<file path="src/rtl/core2apb_master.sv">
// -----------------------------------------------------------------------------
// core2apb_master
// Initiator end of the APB peripheral bus. It turns a core-style data request
// (req/gnt/rvalid) straight into one APB3 master transfer. Only one transfer is
// in flight at a time. A watchdog converts a slave that never raises pready
// into an error response.
//
// Parameters
//   APB_ADDR_WIDTH  width of paddr_o; the low bits of data_addr_i are used
//   APB_DATA_WIDTH  APB data width; only 32 is a legal value
//   TIMEOUT_CYCLES  ACCESS cycles tolerated without pready (0 = no watchdog)
//
// Ports
//   clk_i, rst_i                  clock (rising edge), async active-high reset
//   data_req_i / data_gnt_o       request and combinational grant
//   data_rvalid_o                 one-cycle response strobe per granted request
//   data_we_i, data_be_i          direction and byte enables
//   data_addr_i, data_wdata_i     byte address and write data
//   data_rdata_o, data_err_o      response data and error, held until next response
//   paddr_o, pwdata_o, pwrite_o   APB address (word aligned), write data, direction
//   psel_o, penable_o             APB select and enable, both registered
//   prdata_i, pready_i, pslverr_i APB slave response
// -----------------------------------------------------------------------------
module core2apb_master #(
   parameter int APB_ADDR_WIDTH = 32,
   parameter int APB_DATA_WIDTH = 32,
   parameter int TIMEOUT_CYCLES = 256
) (
   input  logic                      clk_i,
   input  logic                      rst_i,
   input  logic                      data_req_i,
   output logic                      data_gnt_o,
   output logic                      data_rvalid_o,
   input  logic                      data_we_i,
   input  logic [3:0]                data_be_i,
   input  logic [31:0]               data_addr_i,
   input  logic [31:0]               data_wdata_i,
   output logic [31:0]               data_rdata_o,
   output logic                      data_err_o,
   output logic [APB_ADDR_WIDTH-1:0] paddr_o,
   output logic [APB_DATA_WIDTH-1:0] pwdata_o,
   output logic                      pwrite_o,
   output logic                      psel_o,
   output logic                      penable_o,
   input  logic [APB_DATA_WIDTH-1:0] prdata_i,
   input  logic                      pready_i,
   input  logic                      pslverr_i
);

   // The watchdog counts 0 .. TIMEOUT_CYCLES-1, so clog2(TIMEOUT_CYCLES) bits suffice.
   localparam int CNT_W = (TIMEOUT_CYCLES > 1) ? $clog2(TIMEOUT_CYCLES) : 1;

   typedef enum logic [1:0] {
      IDLE,
      SETUP,
      ACCESS
   } state_t;

   state_t state;
   state_t state_next;

   logic [APB_ADDR_WIDTH-1:0] addr_q;
   logic [APB_DATA_WIDTH-1:0] wdata_q;
   logic                      we_q;
   logic [CNT_W-1:0]          wd_cnt;
   logic                      psel_q;
   logic                      penable_q;
   logic                      rvalid_q;
   logic [31:0]               rdata_q;
   logic                      err_q;

   logic grant;
   logic accept;
   logic partial_wr;
   logic xfer_done;
   logic xfer_timeout;
   logic timeout_hit;

   // The watchdog fires on the ACCESS cycle that would bring the count of
   // not-ready cycles up to TIMEOUT_CYCLES.
   assign timeout_hit = (TIMEOUT_CYCLES != 0) && (wd_cnt == CNT_W'(TIMEOUT_CYCLES - 1));

   // Next-state and control decode. APB has no byte strobes in APB3, so a
   // write that does not cover the full word is refused at grant time
   // without touching the bus. Grant is held low while reset is asserted
   // even though the state register already sits in IDLE.
   always_comb begin
      state_next   = state;
      grant        = 1'b0;
      accept       = 1'b0;
      partial_wr   = 1'b0;
      xfer_done    = 1'b0;
      xfer_timeout = 1'b0;
      case (state)
         IDLE: begin
            grant = data_req_i && !rst_i;
            if (grant) begin
               accept = 1'b1;
               if (data_we_i && (data_be_i != 4'hF)) begin
                  partial_wr = 1'b1;
               end else begin
                  state_next = SETUP;
               end
            end
         end
         SETUP: begin
            state_next = ACCESS;
         end
         ACCESS: begin
            if (pready_i) begin
               xfer_done  = 1'b1;
               state_next = IDLE;
            end else if (timeout_hit) begin
               xfer_timeout = 1'b1;
               state_next   = IDLE;
            end
         end
         default: begin
            state_next = IDLE;
         end
      endcase
   end

   // State register.
   always_ff @(posedge clk_i or posedge rst_i) begin
      if (rst_i) begin
         state <= IDLE;
      end else begin
         state <= state_next;
      end
   end

   // psel/penable are computed from the next state and registered, so pready
   // only ever reaches the APB outputs through a flop.
   always_ff @(posedge clk_i or posedge rst_i) begin
      if (rst_i) begin
         psel_q    <= 1'b0;
         penable_q <= 1'b0;
      end else begin
         psel_q    <= (state_next == SETUP) || (state_next == ACCESS);
         penable_q <= (state_next == ACCESS);
      end
   end

   // Request capture. The address is kept at full width; alignment is
   // applied on the way out to the bus.
   always_ff @(posedge clk_i or posedge rst_i) begin
      if (rst_i) begin
         addr_q  <= '0;
         wdata_q <= '0;
         we_q    <= 1'b0;
      end else if (accept) begin
         addr_q  <= data_addr_i[APB_ADDR_WIDTH-1:0];
         wdata_q <= data_wdata_i;
         we_q    <= data_we_i;
      end
   end

   // Watchdog: cleared while in SETUP so every ACCESS phase starts from zero,
   // then advanced on each ACCESS cycle the slave stalls.
   always_ff @(posedge clk_i or posedge rst_i) begin
      if (rst_i) begin
         wd_cnt <= '0;
      end else if (state == SETUP) begin
         wd_cnt <= '0;
      end else if ((state == ACCESS) && !pready_i) begin
         wd_cnt <= wd_cnt + CNT_W'(1);
      end
   end

   // Response path. rvalid is a one-cycle strobe after the transfer ends;
   // data and error stay put between responses. A completed transfer takes
   // priority over the watchdog because xfer_done is decoded first.
   always_ff @(posedge clk_i or posedge rst_i) begin
      if (rst_i) begin
         rvalid_q <= 1'b0;
         rdata_q  <= '0;
         err_q    <= 1'b0;
      end else begin
         rvalid_q <= 1'b0;
         if (partial_wr || xfer_timeout) begin
            rvalid_q <= 1'b1;
            rdata_q  <= '0;
            err_q    <= 1'b1;
         end else if (xfer_done) begin
            rvalid_q <= 1'b1;
            rdata_q  <= we_q ? 32'h0 : prdata_i;
            err_q    <= pslverr_i;
         end
      end
   end

   assign data_gnt_o    = grant;
   assign data_rvalid_o = rvalid_q;
   assign data_rdata_o  = rdata_q;
   assign data_err_o    = err_q;
   assign paddr_o       = addr_q & ~APB_ADDR_WIDTH'(3);
   assign pwdata_o      = wdata_q;
   assign pwrite_o      = we_q;
   assign psel_o        = psel_q;
   assign penable_o     = penable_q;

endmodule

</file>
<file path="config.mk">
export PLATFORM = sky130hd
export DESIGN_NAME = core2apb_master
export DESIGN_NICKNAME = d
export VERILOG_FILES = /design/src/rtl/core2apb_master.sv
export SDC_FILE = /design/constraint.sdc
export NUM_CORES = 1
export LEC_CHECK = 0
export BUFFER_PORTS_ARGS = -buffer_cell sky130_fd_sc_hd__buf_2
export CAP_MARGIN = 30
export CORE_ASPECT_RATIO = 1.4
export CORE_MARGIN = 1.5
export CORE_UTILIZATION = 45
export DETAILED_ROUTE_END_ITERATION = 10
export PLACE_DENSITY = 0.77
export SYNTH_ARGS = -nofsm -noshare
export SYNTH_HDL_FRONTEND = slang
export SYNTH_SLANG_ARGS = --single-unit
</file>
<file path="constraint.sdc">
create_clock -name clk_i -period 5.75 [get_ports clk_i]
set_input_delay 0 -clock clk_i [delete_from_list [all_inputs] [get_ports clk_i]]
set_output_delay 0 -clock clk_i [all_outputs]
set_load 0.05 [all_outputs]
</file>
==> results of run 1 <==
==> worst paths after layout <==
kind                       cells past startpoint  slack, ns                           end
hold / removal                                 4       0.03         wd_cnt[1]$_DFFE_PP0P_
setup reg to reg                               5       3.44  data_rdata_o[27]$_DFFE_PP0P_
hold reg to reg                                1       0.49         wd_cnt[7]$_DFFE_PP0P_
setup / recovery                               5       3.44  data_rdata_o[27]$_DFFE_PP0P_
min in group asynchronous                      3       0.28      pwdata_o[31]$_DFFE_PP0P_
max in group asynchronous                      4       4.21       pwdata_o[7]$_DFFE_PP0P_
==> layout make-up <==
cell class / count / area (µm²) / area share [%]
well taps: 135 / 168.9 / 2.432
diodes: 1 / 2.502 / 0.03603
flip-flops and latches: 109 / 2728 / 39.27
clock inverters: 4 / 55.05 / 0.7927
inverters: 4 / 17.52 / 0.2522
repair buffers: 306 / 2059 / 29.65
clock buffers: 12 / 246.5 / 3.549
multi-input cells: 207 / 1668 / 24.01
==> synth_stat cells <==
master                      count  area, µm²
sky130_fd_sc_hd__a211oi_1      32      240.2
sky130_fd_sc_hd__a31o_2         1      8.760
sky130_fd_sc_hd__and2_1         1      6.260
sky130_fd_sc_hd__and3_1         1      6.260
sky130_fd_sc_hd__and3b_1        1      8.760
sky130_fd_sc_hd__buf_2         11      55.05
sky130_fd_sc_hd__buf_4          6      45.04
sky130_fd_sc_hd__clkbuf_1      11      41.29
sky130_fd_sc_hd__conb_1         1      3.750
sky130_fd_sc_hd__dfrtp_1      109       2728
sky130_fd_sc_hd__ha_1           2      25.02
sky130_fd_sc_hd__inv_1          4      15.01
sky130_fd_sc_hd__mux2_2        64      720.7
sky130_fd_sc_hd__mux2i_1        4      40.04
sky130_fd_sc_hd__nand2_1       42      157.7
sky130_fd_sc_hd__nand2b_1       1      6.260
sky130_fd_sc_hd__nand3_1        3      15.01
sky130_fd_sc_hd__nand3b_1      33      247.7
sky130_fd_sc_hd__nand4_1        4      25.02
sky130_fd_sc_hd__nand4bb_1      1      11.26
sky130_fd_sc_hd__nor3_4         1      16.27
sky130_fd_sc_hd__nor3b_1        1      7.510
sky130_fd_sc_hd__nor4_2         1      12.51
sky130_fd_sc_hd__nor4b_2        1      15.01
sky130_fd_sc_hd__o211ai_1       1      7.510
sky130_fd_sc_hd__o21ai_0        2      10.01
sky130_fd_sc_hd__o21bai_1       1      7.510
sky130_fd_sc_hd__o311ai_0       2      17.52
sky130_fd_sc_hd__o31ai_1        2      15.01
sky130_fd_sc_hd__o41ai_1        1      8.760
sky130_fd_sc_hd__or3_1          1      6.260
sky130_fd_sc_hd__or3b_1         1      8.760
==> routing by layer <==
layer	GRT usage (%)	up-vias	wire, µm
met5	0	-	0
met4	13.00	0	439
met3	4.336	32	676
met2	42.75	174	7095
met1	27.51	1941	4783
li1	-	1822	-
==> layout by cell type, fill, tap and decap left out, types with 9 or more instances in the layout <==
cell type                       instances
sky130_fd_sc_hd__dlygate4sd3_1         97
sky130_fd_sc_hd__clkbuf_16              9
sky130_fd_sc_hd__buf_2                203
sky130_fd_sc_hd__mux2_2                64
sky130_fd_sc_hd__a211oi_1              32
sky130_fd_sc_hd__dfrtp_1              109
sky130_fd_sc_hd__nand2_1               42
sky130_fd_sc_hd__nand3b_1              33
==> flip-flops by register name, summed over array words and instances, names as in the netlist <==
signal and flops:
wd_cnt 8, psel_o 1, penable_o 1, pwdata_o 32
state 2, addr_q 30, data_err_o 1, data_rdata_o 32
pwrite_o 1, data_rvalid_o 1
==> logic make-up after synthesis <==
| family | Yosys count | share of synthesized area, % |
|---|---|---|
| compound gates | 42 | 6.946 |
| mux | 68 | 16.76 |
| buf+inv | 32 | 3.445 |
| fa+ha+maj | 2 | 0.5512 |
| simple gates | 93 | 12.13 |
| other cells | 1 | 0.08261 |
| flops | 109 | 60.09 |
==> critical path, stage by stage (launching register included) <==
cell and delay (ns):
sky130_fd_sc_hd__dfrtp_1 0.47, sky130_fd_sc_hd__nor4b_4 0.29, sky130_fd_sc_hd__buf_4 0.66, sky130_fd_sc_hd__and3_1 0.25, sky130_fd_sc_hd__buf_4 0.35, sky130_fd_sc_hd__a211oi_1 0.12
==> what timing repair did <==
item                                    CTS  global route
hold buffers                             97             0
gates resized for setup                   0             0
buffers inserted                          0             0
endpoints found under the setup margin    0             0
hold endpoints to repair                135             0
==> power by group through the flow <==
stage	clock, mW	combinational (mW)	sequential (mW)
3_3_place_gp	0	0.945	1.01
3_5_place_dp	0	0.960	1.02
2_1_floorplan	0	0.217	1.52
6_report	0.625	1.02	1.02
4_1_cts	0.641	1.01	1.01
5_1_grt	0.668	1.07	1.03
==> results.md, run 1 <==
- Synthesized instance count: 347
- Hold_sp: pready_i
- Net Sw Frac: 40.97%
- Total Routing Usage GR: 24.32%
- Data arrival time of the critical path: 2.50 ns
- Horizontal die dimension: 87.89 µm
- Smallest setup slack after layout: 3.436 ns
- RSZ-0062 raised after global routing: no
- Die area: 10710 µm²
- Peak fanout along the critical path: 67
- Final design utilization: 70.54%
- Critical path startpoint: state[1]$_DFF_PP0_
- Synth-to-layout area growth: 53.00%
- Reported net switching power: 1.092 mW
- 1st-iter DRT viols: 225
- Cell area after synthesis: 4539 µm²
- Fraction of layout instances using a drive strength above 1: 45.48%
- Count of unique library cells instantiated by Yosys: 32
- CTS H-Tree Depth: 3
- Clock share of power: 23.5%
- Worst VDD drop: 0.2691 mV
- Headroom to the max-slew limit: 40.89%
- Count of input and output buffers: 203
- Endpoints failing setup: 0
- Pleak: 3.300 nW
- Core area: 9846 µm²
- Final HPWL DP: 7.472 mm
- Power per cell area: 383.8 nW/µm²
- Cell-internal power: 1.573 mW
- Path type of the worst min-delay path: in -> reg
- Placed cell count: 664
- Via count normalized by instance count: 5.102
- TritonCTS Buffers: 9
- Reported max-cap violation count: 0
- Post-route fraction of the period consumed by the critical path: 40.25%
- Antenna violations before repair: 0
- Wirelength per Cell: 16.70 µm
- Post-detailed-route count of antenna-violating nets: 0
- Placed cell areas: 5670 µm²
- Total length of routed wires: 12.99 mm
- Part of the total power dissipated in sequential elements: 38.1%
- Critical Setup Path Class: reg -> reg
- Vertical die dimension: 121.8 µm
- R2R Path Start: state[1]$_DFF_PP0_
- Worst hold margin: 0.02890 ns
- Layout filler cell count: 673
- Effective utilization at floorplan: 46.10%
- Minimum clock period after layout: 2.314 ns
- Via count of the first global-routing pass: 4135
- Total number of yosys warnings: 0
- Worst-Skew Late Latency: 0.34 ns
- Pre-CTS setup slack: 3.464 ns
- Maximum number of pins on one net before global-route repair: 72
- Logic pwr share: 38.4%
- Clk root buf: sky130_fd_sc_hd__clkbuf_16
- Post-synthesis average cell area: 13.08 µm²
- Final total negative setup slack: 0 ns
- Clock tree buffer depth: 2
- Wire length of the first global-routing pass: 20.07 mm
- Run status: complete, no violations
- Number of top-level pins: 208
- CP Launch Type: flop
- Slew at the pin closest to its max-slew limit: 0.8867 ns
- Post-route DRC violation count: 0
- Required time of the critical path: 5.93 ns
- Highest clock rate: 432.1 MHz
- Share of the yosys chip area belonging to registers: 60.09%
- Number of pins with negative max-slew slack in the final report: 0
- Final-report hold violation count: 0
- Design Area, Final: 6945 µm²
- Clock slew at reported path FFs: 0.07 ns
- CTS tree: yes
- CTS Sinks: 109
- Number of rows in the core area: 43
- Layout Skew: 0.01162 ns
- Flip-flop and latch count after synthesis: 109
- Fin cells: 778
- Via count of the routed design: 3969
- Router iterations before antenna repair: 4
- Total congestion overflow: 0
- Number of nets in the layout: 745
- Sort of element at the end of the critical path: flop
- Power, Total: 2.665 mW
- Routability Congestion: 0.7731
Note: power is estimated with default switching activity, not from simulation.
==> run 2, diff against run 1 <==
ABC_AREA = 1   (was default)
CORE_UTILIZATION = 43   (was 45)
clock period = 1.87 ns   (was 5.75 ns; I/O delays follow)
==> run 2 against run 1 <==
- global-route usage down 2.4 points
- sequential power rose to 3.1 times the previous value
- via count up 12%
- highest routed layer is now met5
==> results.md, run 2 <==
- Total length of routed wires: 12.27 mm
- RSZ-0062 raised after global routing: no
- Clock share of power: 20.8%
- Post-detailed-route count of antenna-violating nets: 0
- Minimum clock period after layout: 1.699 ns
- CTS Sinks: 109
- Routability Congestion: 0.7824
- Clock tree buffer depth: 2
- Number of nets in the layout: 914
- Vertical die dimension: 126.4 µm
- Most frequent cells after synthesis: 214 x sky130_fd_sc_hd__nand2_1, 109 x sky130_fd_sc_hd__dfrtp_1, 47 x sky130_fd_sc_hd__inv_1
- Layout filler cell count: 793
- Antenna violations before repair: 2
- 1st-iter DRT viols: 215
- Count of unique library cells instantiated by Yosys: 23
- Reported net switching power: 3.713 mW
- Number of rows in the core area: 44
- Area used by multi-input combinational logic: 1574 µm²
- Post-cts hold buffer count: 75
- Synth-to-layout area growth: 45.04%
- Most frequent cells in the layout: 214 x sky130_fd_sc_hd__nand2_1, 203 x sky130_fd_sc_hd__buf_2, 109 x sky130_fd_sc_hd__dfrtp_1
- PostCTS Resize Cnt: 0
- Sort of element at the end of the critical path: flop
- Pleak: 3.762 nW
- Largest area contributor in the netlist: sky130_fd_sc_hd__dfrtp_1
- Via count normalized by instance count: 4.661
- Count of flip-flops with a built-in enable after synthesis: 0
- Pre-CTS setup slack: 0.2285 ns
- Endpoints failing setup: 0
- Via count of the routed design: 4428
- Post-synthesis average cell area: 8.679 µm²
- Final HPWL DP: 7.717 mm
- Wire length of the first global-routing pass: 20.29 mm
- Net Sw Frac: 44.75%
- Critical Setup Path Class: reg -> reg
- Met1 usage in global routing: 25.73%
- Clock slew at reported path FFs: 0.07 ns
- Slew at the pin closest to its max-slew limit: 0.6266 ns
- Fraction of layout instances using a drive strength above 1: 32.68%
- Number of top-level pins: 208
- Worst VDD drop: 0.5859 mV
- Most common cell in the netlist: sky130_fd_sc_hd__nand2_1
- Dominant register cell in the synthesized netlist: sky130_fd_sc_hd__dfrtp_1
- Seq. cell area: 2728 µm²
- Part of the total power dissipated in sequential elements: 37.9%
- Power per cell area: 1223 nW/µm²
- Synthesized instance count: 539
- Met2 demand-to-capacity share in global routing: 37.71%
- CTS H-Tree Depth: 3
- Final-report hold violation count: 0
- CP Launch Type: flop
- Die area: 11520 µm²
- Run status: complete, no violations
- Horizontal die dimension: 91.16 µm
- Busiest grt layer: met2
- Post-route fraction of the period consumed by the critical path: 90.86%
- Total number of yosys warnings: 0
- Smallest setup slack after layout: 0.1709 ns
- Clk root buf: sky130_fd_sc_hd__clkbuf_16
- Router iterations before antenna repair: 4
- Power, Total: 8.299 mW
- Met3 track demand over resource in global routing: 4.796%
- Peak fanout along the critical path: 3
- Headroom to the max-slew limit: 58.23%
- Total Routing Usage GR: 21.91%
- Critical path's largest stage delay: 0.54 ns
- CTS tree: yes
- Total congestion overflow: 0
- Synth top area cells: sky130_fd_sc_hd__dfrtp_1 58%, sky130_fd_sc_hd__nand2_1 17%, sky130_fd_sc_hd__nor2_2 4.3%, sky130_fd_sc_hd__o21ai_0 4.2%, sky130_fd_sc_hd__inv_1 3.8%
- Number of pins with negative max-slew slack in the final report: 0
- Most frequent standard cell in the layout excluding fill and tap cells: sky130_fd_sc_hd__nand2_1
- Slowest CP cell: sky130_fd_sc_hd__dlygate4sd3_1
- Final total negative setup slack: 0 ns
- Reported max-cap violation count: 0
- Count of input and output buffers: 203
- Maximum number of pins on one net before global-route repair: 110
- Highest clock rate: 588.5 MHz
- Logic pwr share: 41.2%
- Cell-internal power: 4.585 mW
- Layout Skew: 0.005115 ns
- Flip-flop and latch count after synthesis: 109
- Required time of the critical path: 2.14 ns
- Area share of the largest cell type after synthesis: 58.30%
- Proportion of register bits with asynchronous set or reset after synthesis: 100.0%
- CP cell instances: ha_1, nand2_1, nor2_2, nand3_2, nand3_1, dlygate4sd3_1
- Share of the yosys chip area belonging to registers: 58.30%
- Setup fix buffers added after clock tree synthesis: 0
- Data arrival time of the critical path: 1.97 ns
- TritonCTS Buffers: 9
- Cell area after synthesis: 4678 µm²
- Path type of the worst min-delay path: in -> reg
- Effective utilization at floorplan: 44.72%
- Post-route DRC violation count: 0
- Worst-Skew Late Latency: 0.34 ns
- Core area: 10460 µm²
- Wirelength per Cell: 12.91 µm
- Via count of the first global-routing pass: 4445
==> run 2: through the flow <==
step	cell area, µm²	hold slack [ns]	utilization (%)	std cells
finish	6785	0.01451	64.87	950
global route	6785	0.03183	64.87	950
CTS	6783	0.001652	64.84	949
detailed placement	5762	0.2033	55.08	858
global placement	5762	0.1911	55.08	858
floorplan	4687	0.02660	-	540
==> run 2: final timing paths <==
kind                                       startpoint                     endpoint  slack, ns  cells after the start
worst max-delay path            wd_cnt[1]$_DFFE_PP0P_       data_err_o$_DFFE_PP0P_       0.17                      6
worst max register to register  wd_cnt[1]$_DFFE_PP0P_       data_err_o$_DFFE_PP0P_       0.17                      6
worst min-delay path                      prdata_i[0]  data_rdata_o[0]$_DFFE_PP0P_       0.01                      5
max in group asynchronous                       rst_i      pwdata_o[4]$_DFFE_PP0P_       1.08                      4
worst min register to register  addr_q[6]$_DFFE_PP0P_        addr_q[6]$_DFFE_PP0P_       0.47                      2
min in group asynchronous                       rst_i             psel_o$_DFF_PP0_       0.36                      4
==> run 2: kinds of logic (layout without fill, tap and decap cells) <==
logic type / Yosys count / in the layout / share of synthesized area (%)
AOI/OAI and AO/OA: 73 / 73 / 7.836
DFF: 109 / 109 / 58.30
other: 1 / 3 / 0.08016
and+or+nand+nor: 275 / 275 / 25.01
buffers and inverters: 79 / 350 / 8.237
adders and majority gates: 2 / 2 / 0.5348
==> run 2: layout make-up <==
cell class              instances  share of cell area (%)
clock buffers                  11                   3.430
clock inverters                 5                  0.5532
well taps                     138                   2.545
inverters                      51                   2.895
multi-input cells             352                   23.20
repair buffers                283                   27.14
flip-flops and latches        109                   40.20
diodes                          1                 0.03688
==> run 2: power groups by stage <==
stage	Clock, mW	Sequential, mW	Combinational, mW
floorplan	0	4.93	0.708
global placement	0	3.15	3.24
detailed placement	0	3.18	3.30
CTS	1.79	3.14	3.42
global route	1.89	3.21	3.63
finish	1.73	3.15	3.42
==> run 2: worst max-delay path: cells and delay by family (launching register included) <==
kind,cells,cell delay [ns]
adder cells (fa/ha/maj),1,0.21
buffers and inverters,1,0.54
flip-flops,1,0.39
AND/OR/NAND/NOR,4,0.50
==> run 2: per-layer routing <==
layer	part of all wire, %	wire length (µm)	vias up
met5	0.090	11	-
met4	3.2	397	2
met3	6.3	773	34
met2	51	6262	193
met1	39	4822	2015
li1	-	-	2184
==> run 3, diff against run 2 <==
PLACE_DENSITY = 0.87   (was 0.77)
==> run 3 against run 2 <==
- design area up 2.2%
- sequential cell count unchanged
- register-to-register slack better by 0.03 ns
- largest cell class unchanged
- worst hold slack improved by 0.0022 ns
- critical path type is now in -> reg
- clock power is 6% higher
- first-iteration DRC count fell by 17%
- critical path depth is 3 higher
==> results.md, run 3 (same netlist as run 2, synthesis figures left out) <==
- Register-to-Register Path Depth: 7
- Final total negative setup slack: 0 ns
- Clock tree buffer depth: 2
- Reported net switching power: 3.768 mW
- Data arrival time of the critical path: 1.98 ns
- Required time of the critical path: 2.15 ns
- Layout Skew: 0.005614 ns
- Post-route DRC violation count: 0
- PostCTS Resize Cnt: 0
- Total length of routed wires: 13.26 mm
- Pleak: 3.836 nW
- Minimum clock period after layout: 1.706 ns
- Number of rows in the core area: 44
- Core area: 10460 µm²
- Worst-Skew Late Latency: 0.34 ns
- Wirelength per Cell: 13.77 µm
- Final design utilization: 66.30%
- Endpoints failing setup: 0
- R2r endpoint: addr_q[29]$_DFFE_PP0P_
- Run status: complete, no violations
- Wire length of the first global-routing pass: 22.02 mm
- TritonCTS Buffers: 9
- Part of the total power dissipated in sequential elements: 37.2%
- Reported max-cap violation count: 0
- Horizontal die dimension: 91.16 µm
- Total congestion overflow: 0
- Via count of the routed design: 4600
- Synth-to-layout area growth: 48.25%
- Most frequent cells in the layout: 214 x sky130_fd_sc_hd__nand2_1, 203 x sky130_fd_sc_hd__buf_2, 109 x sky130_fd_sc_hd__dfrtp_1
- Headroom to the max-slew limit: 52.58%
- Crit path to: addr_q[29]$_DFFE_PP0P_
- Critical Setup Path Class: in -> reg
- Number of nets in the layout: 927
- Clk root buf: sky130_fd_sc_hd__clkbuf_16
- Post-detailed-route count of antenna-violating nets: 0
- Final-report hold violation count: 0
- 1st-iter DRT viols: 178
- Final HPWL DP: 7.578 mm
- Net Sw Frac: 44.60%
- Fraction of layout instances using a drive strength above 1: 32.65%
- R2R Path Start: state[0]$_DFF_PP0_
- Maximum number of pins on one net before global-route repair: 65
- Critical path startpoint: rst_i
- Power, Total: 8.449 mW
- Count of input and output buffers: 203
- Number of top-level pins: 208
- Power per cell area: 1218 nW/µm²
- Antenna violations before repair: 1
- CTS H-Tree Depth: 3
- Vertical die dimension: 126.4 µm
- Highest clock rate: 586.3 MHz
- Routability Congestion: 0.8029
- Sort of element at the end of the critical path: flop
- Router iterations before antenna repair: 5
- RSZ-0062 raised after global routing: no
- CTS Sinks: 109
- Die area: 11520 µm²
- Pre-CTS setup slack: 0.2124 ns
- Cell-internal power: 4.681 mW
- Total Routing Usage GR: 24.00%
- Via count of the first global-routing pass: 4659
- Path type of the worst min-delay path: in -> reg
- Clock share of power: 21.8%
- Logic pwr share: 41.0%
- Post-route fraction of the period consumed by the critical path: 91.21%
- Clock slew at reported path FFs: 0.07 ns
- Via count normalized by instance count: 4.777
- Peak fanout along the critical path: 40
- Smallest setup slack after layout: 0.1643 ns
- Effective utilization at floorplan: 44.72%
- Worst VDD drop: 0.7878 mV
- Number of pins with negative max-slew slack in the final report: 0
- Worst-case register-to-register setup slack: 0.20 ns
- CTS tree: yes
- Most frequent standard cell in the layout excluding fill and tap cells: sky130_fd_sc_hd__nand2_1
- Slew at the pin closest to its max-slew limit: 0.7112 ns
- CP Launch Type: primary input
run 3: layer usage:
metal	vias to the layer above	GRT usage [%]	part of all wire (%)
met5	-	0	0
met1	2119	28.10	39
li1	2206	-	-
met2	236	41.83	51
met3	39	4.676	6.9
met4	0	11.86	3.5
run 3: area by class of cell:
cell class / instances / area [µm²]
inverter: 51 / 196.4
sequential: 109 / 2728
timing repair buffer: 296 / 1967
clock inverter: 5 / 42.54
tap: 138 / 172.7
clock buffer: 11 / 252.7
fill: 798 / 3525
multi-input combinational: 352 / 1574
antenna: 1 / 2.502
run 3: stage by stage:
stage | std cells | cell area, µm² | hold slack [ns]
floorplan | 540 | 4687 | 0.02660
global placement | 860 | 5777 | 0.2002
detailed placement | 860 | 5777 | 0.2031
CTS | 962 | 6933 | 0.002558
global route | 963 | 6935 | 0.03020
finish | 963 | 6935 | 0.01670
run 3: worst max-delay path: stages:
cell and delay (ns):
sky130_fd_sc_hd__dlygate4sd3_1 0.55, sky130_fd_sc_hd__buf_2 0.16, sky130_fd_sc_hd__clkinv_4 0.05, sky130_fd_sc_hd__nand2_1 0.13, sky130_fd_sc_hd__nor2_4 0.08, sky130_fd_sc_hd__inv_2 0.34
sky130_fd_sc_hd__buf_4 0.46, sky130_fd_sc_hd__nand2_1 0.13, sky130_fd_sc_hd__nand2_1 0.09
run 3: power groups by stage:
stage,Combinational [mW],Clock (mW),Sequential (mW)
4_1_cts,3.44,1.89,3.13
2_1_floorplan,0.708,0,4.93
3_5_place_dp,3.30,0,3.16
6_report,3.46,1.84,3.14
3_3_place_gp,3.24,0,3.15
5_1_grt,3.67,2.00,3.21
run 3: repair_timing:
action                    4_1_cts  5_1_grt
hold endpoints to repair      140        0
hold buffers                   86        0
setup buffers                   0        0
run 3: how the worst min path moves through the flow:
stage	start	end	slack, ns	cells past startpoint
after floorplan	rst_i	addr_q[10]$_DFFE_PP0P_	0.03	1
after global placement	data_wdata_i[7]	pwdata_o[7]$_DFFE_PP0P_	0.20	3
after detailed placement	data_addr_i[10]	addr_q[10]$_DFFE_PP0P_	0.20	3
after CTS	prdata_i[24]	data_rdata_o[24]$_DFFE_PP0P_	0.003	5
after global routing	prdata_i[17]	data_rdata_o[17]$_DFFE_PP0P_	0.03	5
final	prdata_i[26]	data_rdata_o[26]$_DFFE_PP0P_	0.02	5
